`config.mk`:
```
export PLATFORM = sky130hd
export DESIGN_NAME = des_cbc_ctrl
export DESIGN_NICKNAME = d
export VERILOG_FILES = /design/src/rtl/des_pkg.sv /design/src/rtl/des_wdog.sv /design/src/rtl/des_cbc_ctrl.sv
export SDC_FILE = /design/constraint.sdc
export NUM_CORES = 1
export LEC_CHECK = 0
export CORE_AREA = 2 2 153 155
export DETAILED_ROUTE_END_ITERATION = 10
export DIE_AREA = 0 0 155 157
export PLACE_DENSITY = 0.84
export SLEW_MARGIN = 20
export SYNTH_ARGS = -nofsm -noshare
export SYNTH_HDL_FRONTEND = slang
export SYNTH_SLANG_ARGS = --single-unit
```
`constraint.sdc`:
```
create_clock -name hclk -period 3.3 [get_ports hclk]
set_clock_uncertainty 0.05 [all_clocks]
set_input_delay 0.66 -clock hclk [delete_from_list [all_inputs] [get_ports hclk]]
set_output_delay 0.66 -clock hclk [all_outputs]
set_load 0.02 [all_outputs]
```
`src/rtl/des_pkg.sv`:
```
// des_pkg: shared widths, default core timeout and FSM encoding for the DES CBC controller.
package des_pkg;

    localparam int DES_BLK_W        = 64;
    localparam int CORE_TIMEOUT_DEF = 64;

    typedef enum logic [1:0] {
        ST_IDLE   = 2'd0,
        ST_LOAD   = 2'd1,
        ST_WAIT   = 2'd2,
        ST_UPDATE = 2'd3
    } des_state_e;

endpackage

```
`src/rtl/des_wdog.sv`:
```
// des_wdog: clearable up-counter whose expiry flag marks the cycle in which
// TIMEOUT cycles of waiting are used up.
module des_wdog #(
    parameter int TIMEOUT = 64
) (
    input  logic clk_i,
    input  logic rst_n_i,
    input  logic clr_i,
    input  logic en_i,
    output logic expired_o
);

    localparam int            CW   = (TIMEOUT < 2) ? 1 : $clog2(TIMEOUT);
    localparam logic [CW-1:0] LAST = CW'(TIMEOUT - 1);

    logic [CW-1:0] cnt_q;
    logic [CW-1:0] cnt_d;

    // The count parks on its last value, so a stalled enable can never wrap it.
    assign expired_o = (cnt_q == LAST);

    always_comb begin
        cnt_d = cnt_q;
        if (clr_i) begin
            cnt_d = '0;
        end else if (en_i && !expired_o) begin
            cnt_d = cnt_q + CW'(1);
        end
    end

    always_ff @(posedge clk_i) begin
        if (!rst_n_i) begin
            cnt_q <= '0;
        end else begin
            cnt_q <= cnt_d;
        end
    end

endmodule

```
`src/rtl/des_cbc_ctrl.sv`:
```
// des_cbc_ctrl: runs one block through an external DES core in ECB or CBC mode.
// Define DES_CBC_DECRYPT_EN to enable decryption; otherwise the controller is encrypt-only.
module des_cbc_ctrl
    import des_pkg::*;
#(
    parameter int CORE_TIMEOUT = CORE_TIMEOUT_DEF
) (
    input  logic                 hclk,
    input  logic                 hresetn,
    input  logic                 start,
    input  logic                 cbc,
    input  logic                 encrypt,
    input  logic [DES_BLK_W-1:0] blk_in,
    input  logic [DES_BLK_W-1:0] iv_q,
    output logic                 iv_deswr,
    output logic [DES_BLK_W-1:0] iv_data_all,
    output logic                 core_start,
    output logic                 core_encrypt,
    output logic [DES_BLK_W-1:0] core_din,
    input  logic                 core_done,
    input  logic [DES_BLK_W-1:0] core_dout,
    output logic [DES_BLK_W-1:0] blk_out,
    output logic                 out_valid,
    output logic                 busy,
    output logic                 err
);

    des_state_e           state_q, state_d;
    logic [DES_BLK_W-1:0] blk_q, blk_d;
    logic                 cbc_q, cbc_d;
    logic                 enc_q, enc_d;
    logic [DES_BLK_W-1:0] din_q, din_d;
    logic [DES_BLK_W-1:0] blk_out_q, blk_out_d;
    logic [DES_BLK_W-1:0] iv_data_q, iv_data_d;

    logic                 enc_in;
    logic [DES_BLK_W-1:0] result;
    logic                 wdog_clr;
    logic                 wdog_en;
    logic                 wdog_expired;

`ifdef DES_CBC_DECRYPT_EN
    assign enc_in       = encrypt;
    assign core_encrypt = enc_q;
    assign result       = (cbc_q && !enc_q) ? (core_dout ^ iv_q) : core_dout;
`else
    assign enc_in       = encrypt | 1'b1;
    assign core_encrypt = 1'b1;
    assign result       = core_dout;
`endif

    des_wdog #(
        .TIMEOUT (CORE_TIMEOUT)
    ) u_wdog (
        .clk_i     (hclk),
        .rst_n_i   (hresetn),
        .clr_i     (wdog_clr),
        .en_i      (wdog_en),
        .expired_o (wdog_expired)
    );

    always_comb begin
        state_d    = state_q;
        blk_d      = blk_q;
        cbc_d      = cbc_q;
        enc_d      = enc_q;
        din_d      = din_q;
        blk_out_d  = blk_out_q;
        iv_data_d  = iv_data_q;
        core_start = 1'b0;
        out_valid  = 1'b0;
        iv_deswr   = 1'b0;
        err        = 1'b0;
        wdog_clr   = 1'b0;
        wdog_en    = 1'b0;

        case (state_q)
            ST_IDLE: begin
                if (start) begin
                    blk_d   = blk_in;
                    cbc_d   = cbc;
                    enc_d   = enc_in;
                    // Pre-whitening is folded in at accept so core_din is stable for the whole launch.
                    din_d   = (cbc && enc_in) ? (blk_in ^ iv_q) : blk_in;
                    state_d = ST_LOAD;
                end
            end
            ST_LOAD: begin
                core_start = 1'b1;
                wdog_clr   = 1'b1;
                state_d    = ST_WAIT;
            end
            ST_WAIT: begin
                wdog_en = 1'b1;
                if (core_done) begin
                    blk_out_d = result;
                    if (cbc_q) begin
                        iv_data_d = enc_q ? result : blk_q;
                    end
                    state_d = ST_UPDATE;
                end else if (wdog_expired) begin
                    err     = 1'b1;
                    state_d = ST_IDLE;
                end
            end
            ST_UPDATE: begin
                out_valid = 1'b1;
                iv_deswr  = cbc_q;
                state_d   = ST_IDLE;
            end
            default: begin
                state_d = ST_IDLE;
            end
        endcase
    end

    always_ff @(posedge hclk) begin
        if (!hresetn) begin
            state_q   <= ST_IDLE;
            blk_q     <= '0;
            cbc_q     <= 1'b0;
            enc_q     <= 1'b0;
            din_q     <= '0;
            blk_out_q <= '0;
            iv_data_q <= '0;
        end else begin
            state_q   <= state_d;
            blk_q     <= blk_d;
            cbc_q     <= cbc_d;
            enc_q     <= enc_d;
            din_q     <= din_d;
            blk_out_q <= blk_out_d;
            iv_data_q <= iv_data_d;
        end
    end

    assign core_din    = din_q;
    assign blk_out     = blk_out_q;
    assign iv_data_all = iv_data_q;
    assign busy        = (state_q != ST_IDLE);

endmodule

```
==> qor.csv <==
stage,metric,value,unit
synth,cell count after synthesis,1259,
synth,Post-synth ARST share,0,%
synth,most used flip-flop cell after synthesis,dfxtp_1,
grt,M3 GR Usage,7.90,%
cts,Worst-path clk slew,0.06,ns
die,initial core utilization,47.5,%
worst_setup_path,crit-path max FO,19,
cts,CTS Sinks,266,
synth,top area cells in the synthesized netlist,"dfxtp_1, nand2_1, a211oi_1, a21oi_1, mux2i_1",
synth,#FFs+latches synth,266,
sta,RSZ-0062 raised after global routing,no,
worst_setup_path,worst setup path class,reg -> out,
sta,# setup viols final,0,
sta,crit share post-route,89.4,%
sta,worst slew pin tran,0.830,ns
synth,syn nets,1458,
sta,final hold viol count,0,
placement,number of port buffers,393,
routing,DRT antenna net count,0,
worst_setup_path,data required time of the critical path,2.59,ns
synth,Synth top cells by count,"nand2_1, dfxtp_1, a21oi_1, nor2_1, a211oi_1",
placement,Final Wtd Congestion,0.840,
die,die area,0.0243,mm2
routing,DR pass1 iterations,5,
finish,storage element area,0.00533,mm2
cts,Clock Latency Late Sink,0.53,ns
routing,total wire length,33700,um
sta,Final min period,2.95,ns
routing,Vias/cell,5.29,
finish,area grow syn2layout,46.6,%
grt,initial antenna violation count,2,
cts,TritonCTS Buffers,28,
grt,global-route wire length before repair,51800,um
cts,CTS tree,done,
power,maximum VDD drop,401,uV
finish,Final #Nets,1793,
job,max_cap viols,0,
die,chip width,155,um
power,Pwr Total,0.00796,W
sta,max-slew violations,0,
sta,Slew headroom,44.6,%
power,Power Density,508,mW/mm2
worst_hold_path,Hold/Removal Path Class,reg -> reg,
routing,DRC viols,0,
synth,yosys warns,0,
grt,pin count of the biggest net entering global routing,114,
power,Leak,5.58,nW
synth,"Seq/Total Area, Yosys",49.8,%
placement,hpwl dp,23000,um
die,area of the core,0.0225,mm2
grt,met2 Usage GRT,46.8,%
synth,Synth top area share,49.8,%
routing,Initial DRC Count,435,
run_status,status,"finished, final reports clean",
cts,post-cts resize count,0,
cts,root buf cell,clkbuf_16,
grt,gr busiest metal,met2,
cts,clk buf depth,3,
synth,most frequent cell after synthesis,nand2_1,
finish,FILL cells,1759,
die,io pins,396,
worst_setup_path,WP data arrival,2.24,ns
synth,Synth Cell Area,0.0107,mm2
synth,"EDFF count, synth",0,
worst_setup_path,CP Launch Type,flop,
grt,vias in the first global route,9874,
sta,Peak Freq,339,MHz
finish,ratio of cells with drive above 1 in the final layout,4.33,%
grt,Total GRT Usage,26.6,%
sta,setup TNS,0,ns
cts,# H-tree levels,1,
sta,hold_ws,0.404,ns
synth,Synth Area per Inst,8.49,um2
die,row count,55,
die,Die H,157,um
worst_setup_path,Worst setup EP type,output pin,
grt,total global routing overflow,0,
cts,"Setup Fix Bufs, Post-CTS",0,
grt,GR met1 Demand/Resource,29.7,%
finish,area of the multi-input gates,0.00485,mm2
synth,"area leader, netlist",dfxtp_1,
cts,hold_buf cts,0,
routing,total vias in the final route,10064,
synth,synth unique cells,34,
routing,DR WL/cell,17.7,um
## registers in the layout (all words and copies together), names as in the netlist
name,count
iv_data_all,64
u_wdog.cnt_q,6
core_din,64
blk_out,64
cbc_q,1
blk_q,64
enc_q,1
state_q,2
## cell families (layout without fill, tap and decap cells)
family          Yosys count  in the layout  synth area share [%]
buf+inv                 107            464                  4.84
flops                   266            266                  49.8
xor+xnor                 65             65                  5.32
simple gates            482            482                  17.7
compound gates          270            270                  15.9
fa+ha+maj                 1              1                 0.117
other cells               1              3                0.0351
mux                      67             67                  6.28
## stage by stage
step / utilization (%) / cells / cell area [um2] / setup WS (ns)
3_3_place_gp: 65.5 / 1849 / 14700 / 0.571
2_1_floorplan: - / 1259 / 10700 / 1.19
4_1_cts: 69.6 / 1901 / 15700 / 0.103
3_5_place_dp: 65.5 / 1849 / 14700 / 0.565
6_report: 69.7 / 1903 / 15700 / 0.351
5_1_grt: 69.7 / 1903 / 15700 / 0.238
## where the power goes
group | internal, W | switching, W
combinational | 0.000636 | 0.000666
sequential | 0.00338 | 0.000122
clock | 0.00189 | 0.00127
## worst max-delay path: stages (launching register included)
cell and delay, ns:
dfxtp_1 0.74, nand2b_1 0.28, inv_1 0.09, clkdlybuf4s50_1 0.60
## metal layers
layer	vias up	wire [um]
li1	4918	-
met3	89	2790
met5	-	0
met4	0	1470
met1	4668	12800
met2	389	16600
## cells in the final DEF, fill, tap and decap left out, drive strengths merged
master,synthesis,routed
inv,3,3
a2111oi,1,1
o31a,1,1
dfxtp,266,266
mux2i,66,66
xor2,65,65
or3b,1,1
o21ai,2,2
a21oi,134,134
or2,1,1
conb,1,1
a211oi,128,128
ha,1,1
nor2,131,131
mux2,1,1
and3,2,2
and4b,4,4
a31oi,1,1
diode,0,2
clkinv,0,4
dlymetal6s2s,0,1
clkdlybuf4s50,0,391
o2111a,1,1
nor3,3,3
nand3b,2,2
clkbuf,31,46
clkinvlp,0,1
and3b,1,1
and2,1,1
nand2b,2,2
o22ai,2,2
nand2,325,325
nor3b,1,1
buf,73,17
nand3,7,7
nor4,1,1
bufinv,0,1
## path summary, 6_finish.rpt
check                           startpoint                      endpoint  slack (ns)  depth (start not counted)
setup / recovery   state_q[1]$_SDFFE_PN0P_                    core_start        0.35                          3
setup reg to reg   state_q[1]$_SDFFE_PN0P_  iv_data_all[44]$_SDFFE_PN0P_        1.17                          4
hold reg to reg   blk_out[24]$_SDFFE_PN0P_      blk_out[24]$_SDFFE_PN0P_        0.40                          2
hold / removal    blk_out[24]$_SDFFE_PN0P_      blk_out[24]$_SDFFE_PN0P_        0.40                          2
## area by class of cell
type | instances | area share (%)
Antenna cell | 2 | 0.0319
Clock buffer | 46 | 5.61
Clock inverter | 6 | 0.367
Inverter | 3 | 0.120
Multi-Input combinational cell | 886 | 31.0
Sequential cell | 266 | 34.0
Tap cell | 285 | 2.27
Timing Repair Buffer | 409 | 26.6
No activity file was read; power rests on OpenSTA's default activity.
